`src/rtl/wb_arbiter.sv`:
```
// wb_arbiter: register-file write-back arbiter.
// Pipeline (MEM stage) writes take absolute priority. Completed multi-cycle
// MDU results wait in a 2-entry FIFO and drain into pipeline bubbles.
// busy_vec tracks destinations with an MDU write still outstanding.
// Optional feature macro: WB_LOAD_EXT_EN (load byte/halfword extraction and
// sign/zero extension). Without it, load data is written as the raw word.
module wb_arbiter (
  input  logic        clk_cpu,
  input  logic        rst_cpu,
  input  logic        mem_valid,
  input  logic        mem_rd_we,
  input  logic [4:0]  mem_rd,
  input  logic        mem_is_load,
  input  logic [2:0]  mem_funct3,
  input  logic [1:0]  mem_addr_lo,
  input  logic [31:0] mem_alu_result,
  input  logic [31:0] mem_load_data,
  input  logic        mdu_issue,
  input  logic [4:0]  mdu_issue_rd,
  input  logic        mdu_valid,
  input  logic [4:0]  mdu_rd,
  input  logic [31:0] mdu_data,
  output logic        mdu_ready,
  output logic        rd_we_wb,
  output logic [4:0]  rd_wb,
  output logic [31:0] data_wb,
  output logic [31:0] busy_vec
);

`ifdef WB_LOAD_EXT_EN
  // Select the addressed byte/halfword of the memory word and extend it.
  function automatic logic [31:0] load_ext(input logic [2:0]  f3,
                                           input logic [1:0]  off,
                                           input logic [31:0] word);
    logic [7:0]  byte_v;
    logic [15:0] half_v;
    logic [31:0] res_v;
    byte_v = word[{off, 3'b000} +: 8];
    half_v = off[1] ? word[31:16] : word[15:0];
    case (f3)
      3'b000:  res_v = {{24{byte_v[7]}}, byte_v};
      3'b001:  res_v = {{16{half_v[15]}}, half_v};
      3'b010:  res_v = word;
      3'b100:  res_v = {24'd0, byte_v};
      3'b101:  res_v = {16'd0, half_v};
      default: res_v = word;
    endcase
    load_ext = res_v;
  endfunction
`else
  // Width/offset are irrelevant when loads are written as whole words.
  logic unused_cfg_s;
  assign unused_cfg_s = ^{mem_funct3, mem_addr_lo};
`endif

  logic        pipe_wr_s;
  logic [31:0] pipe_data_s;
  logic        push_s;
  logic        pop_s;

  logic [1:0]       count_q, count_d;
  logic             wr_ptr_q, wr_ptr_d;
  logic             rd_ptr_q, rd_ptr_d;
  logic [1:0][4:0]  fifo_rd_q;
  logic [1:0][31:0] fifo_data_q;
  logic [4:0]       head_rd_s;
  logic [31:0]      head_data_s;

  logic        rd_we_q, rd_we_d;
  logic [4:0]  rd_q, rd_d;
  logic [31:0] data_q, data_d;
  logic [31:0] busy_q, busy_d;

  // Pipeline write qualification and write-data selection.
  always_comb begin
    pipe_wr_s = mem_valid && mem_rd_we && (mem_rd != 5'd0);
    if (mem_is_load) begin
`ifdef WB_LOAD_EXT_EN
      pipe_data_s = load_ext(mem_funct3, mem_addr_lo, mem_load_data);
`else
      pipe_data_s = mem_load_data;
`endif
    end else begin
      pipe_data_s = mem_alu_result;
    end
  end

  // FIFO handshake: ready depends on occupancy only; x0 results are dropped
  // without occupying a slot; pop only from entries present at cycle start.
  always_comb begin
    mdu_ready   = (count_q < 2'd2);
    push_s      = mdu_valid && mdu_ready && (mdu_rd != 5'd0);
    pop_s       = !pipe_wr_s && (count_q != 2'd0);
    head_rd_s   = fifo_rd_q[rd_ptr_q];
    head_data_s = fifo_data_q[rd_ptr_q];
  end

  // FIFO occupancy and pointer next-state (pointers wrap modulo 2).
  always_comb begin
    count_d  = count_q;
    wr_ptr_d = wr_ptr_q;
    rd_ptr_d = rd_ptr_q;
    case ({push_s, pop_s})
      2'b10:   count_d = count_q + 2'd1;
      2'b01:   count_d = count_q - 2'd1;
      default: count_d = count_q;
    endcase
    if (push_s) begin
      wr_ptr_d = ~wr_ptr_q;
    end else begin
      wr_ptr_d = wr_ptr_q;
    end
    if (pop_s) begin
      rd_ptr_d = ~rd_ptr_q;
    end else begin
      rd_ptr_d = rd_ptr_q;
    end
  end

  // Write-port next-state: pipeline first, then FIFO head, else idle (hold).
  always_comb begin
    rd_we_d = 1'b0;
    rd_d    = rd_q;
    data_d  = data_q;
    if (pipe_wr_s) begin
      rd_we_d = 1'b1;
      rd_d    = mem_rd;
      data_d  = pipe_data_s;
    end else if (pop_s) begin
      rd_we_d = 1'b1;
      rd_d    = head_rd_s;
      data_d  = head_data_s;
    end else begin
      rd_we_d = 1'b0;
    end
  end

  // Pending-write scoreboard: clear on drain, then set on issue so set wins.
  always_comb begin
    busy_d = busy_q;
    if (pop_s) begin
      busy_d[head_rd_s] = 1'b0;
    end else begin
      busy_d = busy_q;
    end
    if (mdu_issue && (mdu_issue_rd != 5'd0)) begin
      busy_d[mdu_issue_rd] = 1'b1;
    end else begin
      busy_d[0] = 1'b0;
    end
    busy_d[0] = 1'b0;
  end

  // Control state: FIFO bookkeeping, write port and scoreboard.
  always_ff @(posedge clk_cpu or posedge rst_cpu) begin
    if (rst_cpu) begin
      count_q  <= 2'd0;
      wr_ptr_q <= 1'b0;
      rd_ptr_q <= 1'b0;
      rd_we_q  <= 1'b0;
      rd_q     <= 5'd0;
      data_q   <= 32'd0;
      busy_q   <= 32'd0;
    end else begin
      count_q  <= count_d;
      wr_ptr_q <= wr_ptr_d;
      rd_ptr_q <= rd_ptr_d;
      rd_we_q  <= rd_we_d;
      rd_q     <= rd_d;
      data_q   <= data_d;
      busy_q   <= busy_d;
    end
  end

  // FIFO storage: capture an accepted result at the write pointer.
  always_ff @(posedge clk_cpu or posedge rst_cpu) begin
    if (rst_cpu) begin
      fifo_rd_q   <= '0;
      fifo_data_q <= '0;
    end else if (push_s) begin
      fifo_rd_q[wr_ptr_q]   <= mdu_rd;
      fifo_data_q[wr_ptr_q] <= mdu_data;
    end else begin
      fifo_rd_q   <= fifo_rd_q;
      fifo_data_q <= fifo_data_q;
    end
  end

  assign rd_we_wb = rd_we_q;
  assign rd_wb    = rd_q;
  assign data_wb  = data_q;
  assign busy_vec = busy_q;

endmodule

```
`config.mk`:
```
export PLATFORM = sky130hd
export DESIGN_NAME = wb_arbiter
export DESIGN_NICKNAME = d
export VERILOG_FILES = /design/src/rtl/wb_arbiter.sv
export SDC_FILE = /design/constraint.sdc
export NUM_CORES = 1
export LEC_CHECK = 0
export ABC_AREA = 1
export CAP_MARGIN = 20
export CORE_ASPECT_RATIO = 0.7
export CORE_MARGIN = 10
export CORE_UTILIZATION = 49
export DETAILED_ROUTE_END_ITERATION = 8
export PLACE_DENSITY = 0.8
export SLEW_MARGIN = 20
export SYNTH_ARGS = -nofsm -noshare
export SYNTH_HDL_FRONTEND = slang
export SYNTH_SLANG_ARGS = --single-unit
```
`constraint.sdc`:
```
create_clock -name clk_cpu -period 7.22 [get_ports clk_cpu]
set_input_delay 1.805 -clock clk_cpu [delete_from_list [all_inputs] [get_ports clk_cpu]]
set_output_delay 1.805 -clock clk_cpu [all_outputs]
set_load 0.05 [all_outputs]
```
==> summary.txt <==
Status: complete, no violations
Commonest cells after routing, fill and taps aside: nand2_1 (367), clkdlybuf4s50_1 (187), dfrtp_1 (146), nand3_1 (79), o21ai_0 (76)
CTS tree: yes
Worst-Skew Late Latency: 0.42 ns
Final setup viols: 0
H-Tree Depth: 4
Synth top area cells: dfrtp_1 (50%), nand2_1 (19%), nand3_1 (5.3%)
Cell taking the most area after synthesis: dfrtp_1
Mapped cell area: 0.00742 mm²
Global Route met3 Usage: 7.26%
DR vias/cell: 5.13
First-pass GRT wire length: 34300 µm
HPWL after detailed placement: 15100 µm
Number of buffers created by CTS: 17
Initial drt markers: 688
Floorplan row count: 37
WP data required: 7.54 ns
Max Cap Violations: 0
I/O pin total: 194
Final Hold Violating Endpoints: 0
Area growth syn-to-layout: 33.0%
Gpl congestion: 0.875
Core Util, Final: 66.8%
Flops & latches, synth: 147
Width of the die: 167 µm
Share of the synthesized area in the top cell type: 49.6%
Largest fanout on the critical path: 58
Pins Over Slew Limit: 0
Vias: 6607
CP endpoint kind: register
Pwr Total: 4.64 mW
GR Util All Layers: 20.7%
Initial antenna violation count: 3
Syn Nets: 1037
Pleak: 4.48 nW
Syn_area_per_cell: 8.13 µm²
Largest net degree at the start of global routing: 95
Post CTS Setup Buffer Count: 0
Netlist cell types: 29
Setup tns final: 0 ns
Critical path launch point type: input pin
Worst min-delay path class: register to register
Slew @ Worst Pin: 1.02 ns
Clk_skew: 0.0129 ns
Die Y: 123 µm
Routed Antenna Nets: 0
Met2 Use GR: 30.4%
Commonest non-fill, non-tap cell in the layout: nand2_1
Initial core utilization: 50.3%
Cts repair resizes: 0
WP data arrival: 4.45 ns
Mapped Cells: 913
Grt met1 use: 29.0%
VDD IR max: 0.266 mV
PwrDens: 470 mW/mm²
Relative slew margins: 31.7%
Root Buffer: clkbuf_16
Full die area: 0.0205 mm²
Hold buffers post-CTS: 0
Tmin final: 4.14 ns
Core Area: 0.0148 mm²
Gr ovfl total: 0
Sequential area share after synthesis: 49.6%
Storage element area: 0.00368 mm²
Ys Warns: 0
Footprint of the multi-input gates: 0.00318 mm²
Port bufs: 187
Busiest grt layer: met2
WL/cell: 16.7 µm
RSZ-0062 raised after global routing: false
Clock Sinks: 147
Maximum clock path buffer count: 2
Clock transition at path regs: 0.07 ns
First-pass detailed-route iteration total: 5
Filler Cell Count: 1187
Number of global-route vias before repair: 6322
Layout cell share with drive strength beyond 1: 9.90%
Final worst-path cycle share: 57.3%
Fmax: 242 MHz
Fin nets: 1202
DRT Wirelength: 21500 µm
Critical path class: input pin to register
DRC errors left: 0
-- area by class of cell --
type | count | share of cell area, %
Sequential cell | 147 | 37.3
Multi-Input combinational cell | 655 | 32.3
Antenna cell | 2 | 0.0507
Clock inverter | 13 | 1.53
Tap cell | 195 | 2.47
Timing Repair Buffer | 193 | 19.4
Inverter | 64 | 2.48
Clock buffer | 19 | 4.49
-- state kept, by name (all words and copies together), names as in the netlist --
signal       cells
fifo_data_q     64
data_wb         32
rd_we_wb         1
busy_vec        31
fifo_rd_q       10
rd_wb            5
wr_ptr_q         1
rd_ptr_q         1
count_q          2
-- final timing paths --
| path | from | endpoint | slack (ns) | cells after the start |
|---|---|---|---|---|
| worst max-delay path | mdu_rd[3] | fifo_rd_q[3]$_DFFE_PP0P_ | 3.08 | 8 |
| worst min-delay path | busy_vec[17]$_DFF_PP0_ | busy_vec[17]$_DFF_PP0_ | 0.47 | 2 |
| worst max register to register | count_q[1]$_DFFE_PP0P_ | fifo_rd_q[3]$_DFFE_PP0P_ | 4.54 | 6 |
| worst min register to register | busy_vec[17]$_DFF_PP0_ | busy_vec[17]$_DFF_PP0_ | 0.47 | 2 |
| max in group asynchronous | rst_cpu | fifo_data_q[22]$_DFFE_PP0P_ | 4.06 | 3 |
| min in group asynchronous | rst_cpu | busy_vec[5]$_DFF_PP0_ | 1.92 | 2 |
-- cell families after synthesis --
| family | after synthesis | share of synthesized area, % |
|---|---|---|
| mux | 32 | 4.86 |
| compound gates | 115 | 9.37 |
| buf+inv | 111 | 7.60 |
| other cells | 1 | 0.0505 |
| flops | 147 | 49.6 |
| xor+xnor | 3 | 0.455 |
| fa+ha+maj | 1 | 0.169 |
| simple gates | 503 | 27.9 |
-- cells in the mapped netlist (all sizes together) --
| cell type | count |
|---|---|
| xnor2 | 1 |
| mux2 | 32 |
| xor2 | 2 |
| nand2 | 372 |
| nand4 | 1 |
| conb | 1 |
| clkbuf | 12 |
| ha | 1 |
| o21ai | 112 |
| dfrtp | 147 |
| nor2 | 42 |
| inv | 64 |
| nor3 | 8 |
| a21oi | 3 |
| nand3 | 80 |
| buf | 35 |
-- metal layers --
metal	part of all wire (%)	wire length, µm	vias up
met2	44	9470	263
met4	0.73	157	0
met3	9.7	2100	17
li1	-	-	3235
met1	45	9780	3092
met5	0	0	-
-- power by group --
group / total [mW] / switching (mW) / internal, mW / leakage, nW
Combinational: 2.32 / 1.59 / 0.726 / 2.40
Clock: 0.891 / 0.367 / 0.524 / 0.277
Sequential: 1.43 / 0.209 / 1.22 / 1.80
Total: 4.64 / 2.17 / 2.47 / 4.48
-- metrics by stage --
stage / instances / setup WS (ns) / instance area [µm²] / hold WS [ns]
final: 1288 / 3.08 / 9870 / 0.474
after detailed placement: 1254 / 2.66 / 9270 / 0.459
after floorplan: 913 / 1.46 / 7420 / 0.465
after global routing: 1286 / 2.91 / 9860 / 0.496
after CTS: 1286 / 3.07 / 9860 / 0.474
after global placement: 1254 / 2.78 / 9270 / 0.455
-- critical path, cell delays in order --
cell and delay (ns):
clkdlybuf4s50_1 0.51, nor2_1 0.09, nand3_1 0.12, nand2_2 0.41
nor2_4 0.56, buf_4 0.66, nand2_1 0.14, o21ai_0 0.14
Note: power is estimated with default switching activity, not from simulation.
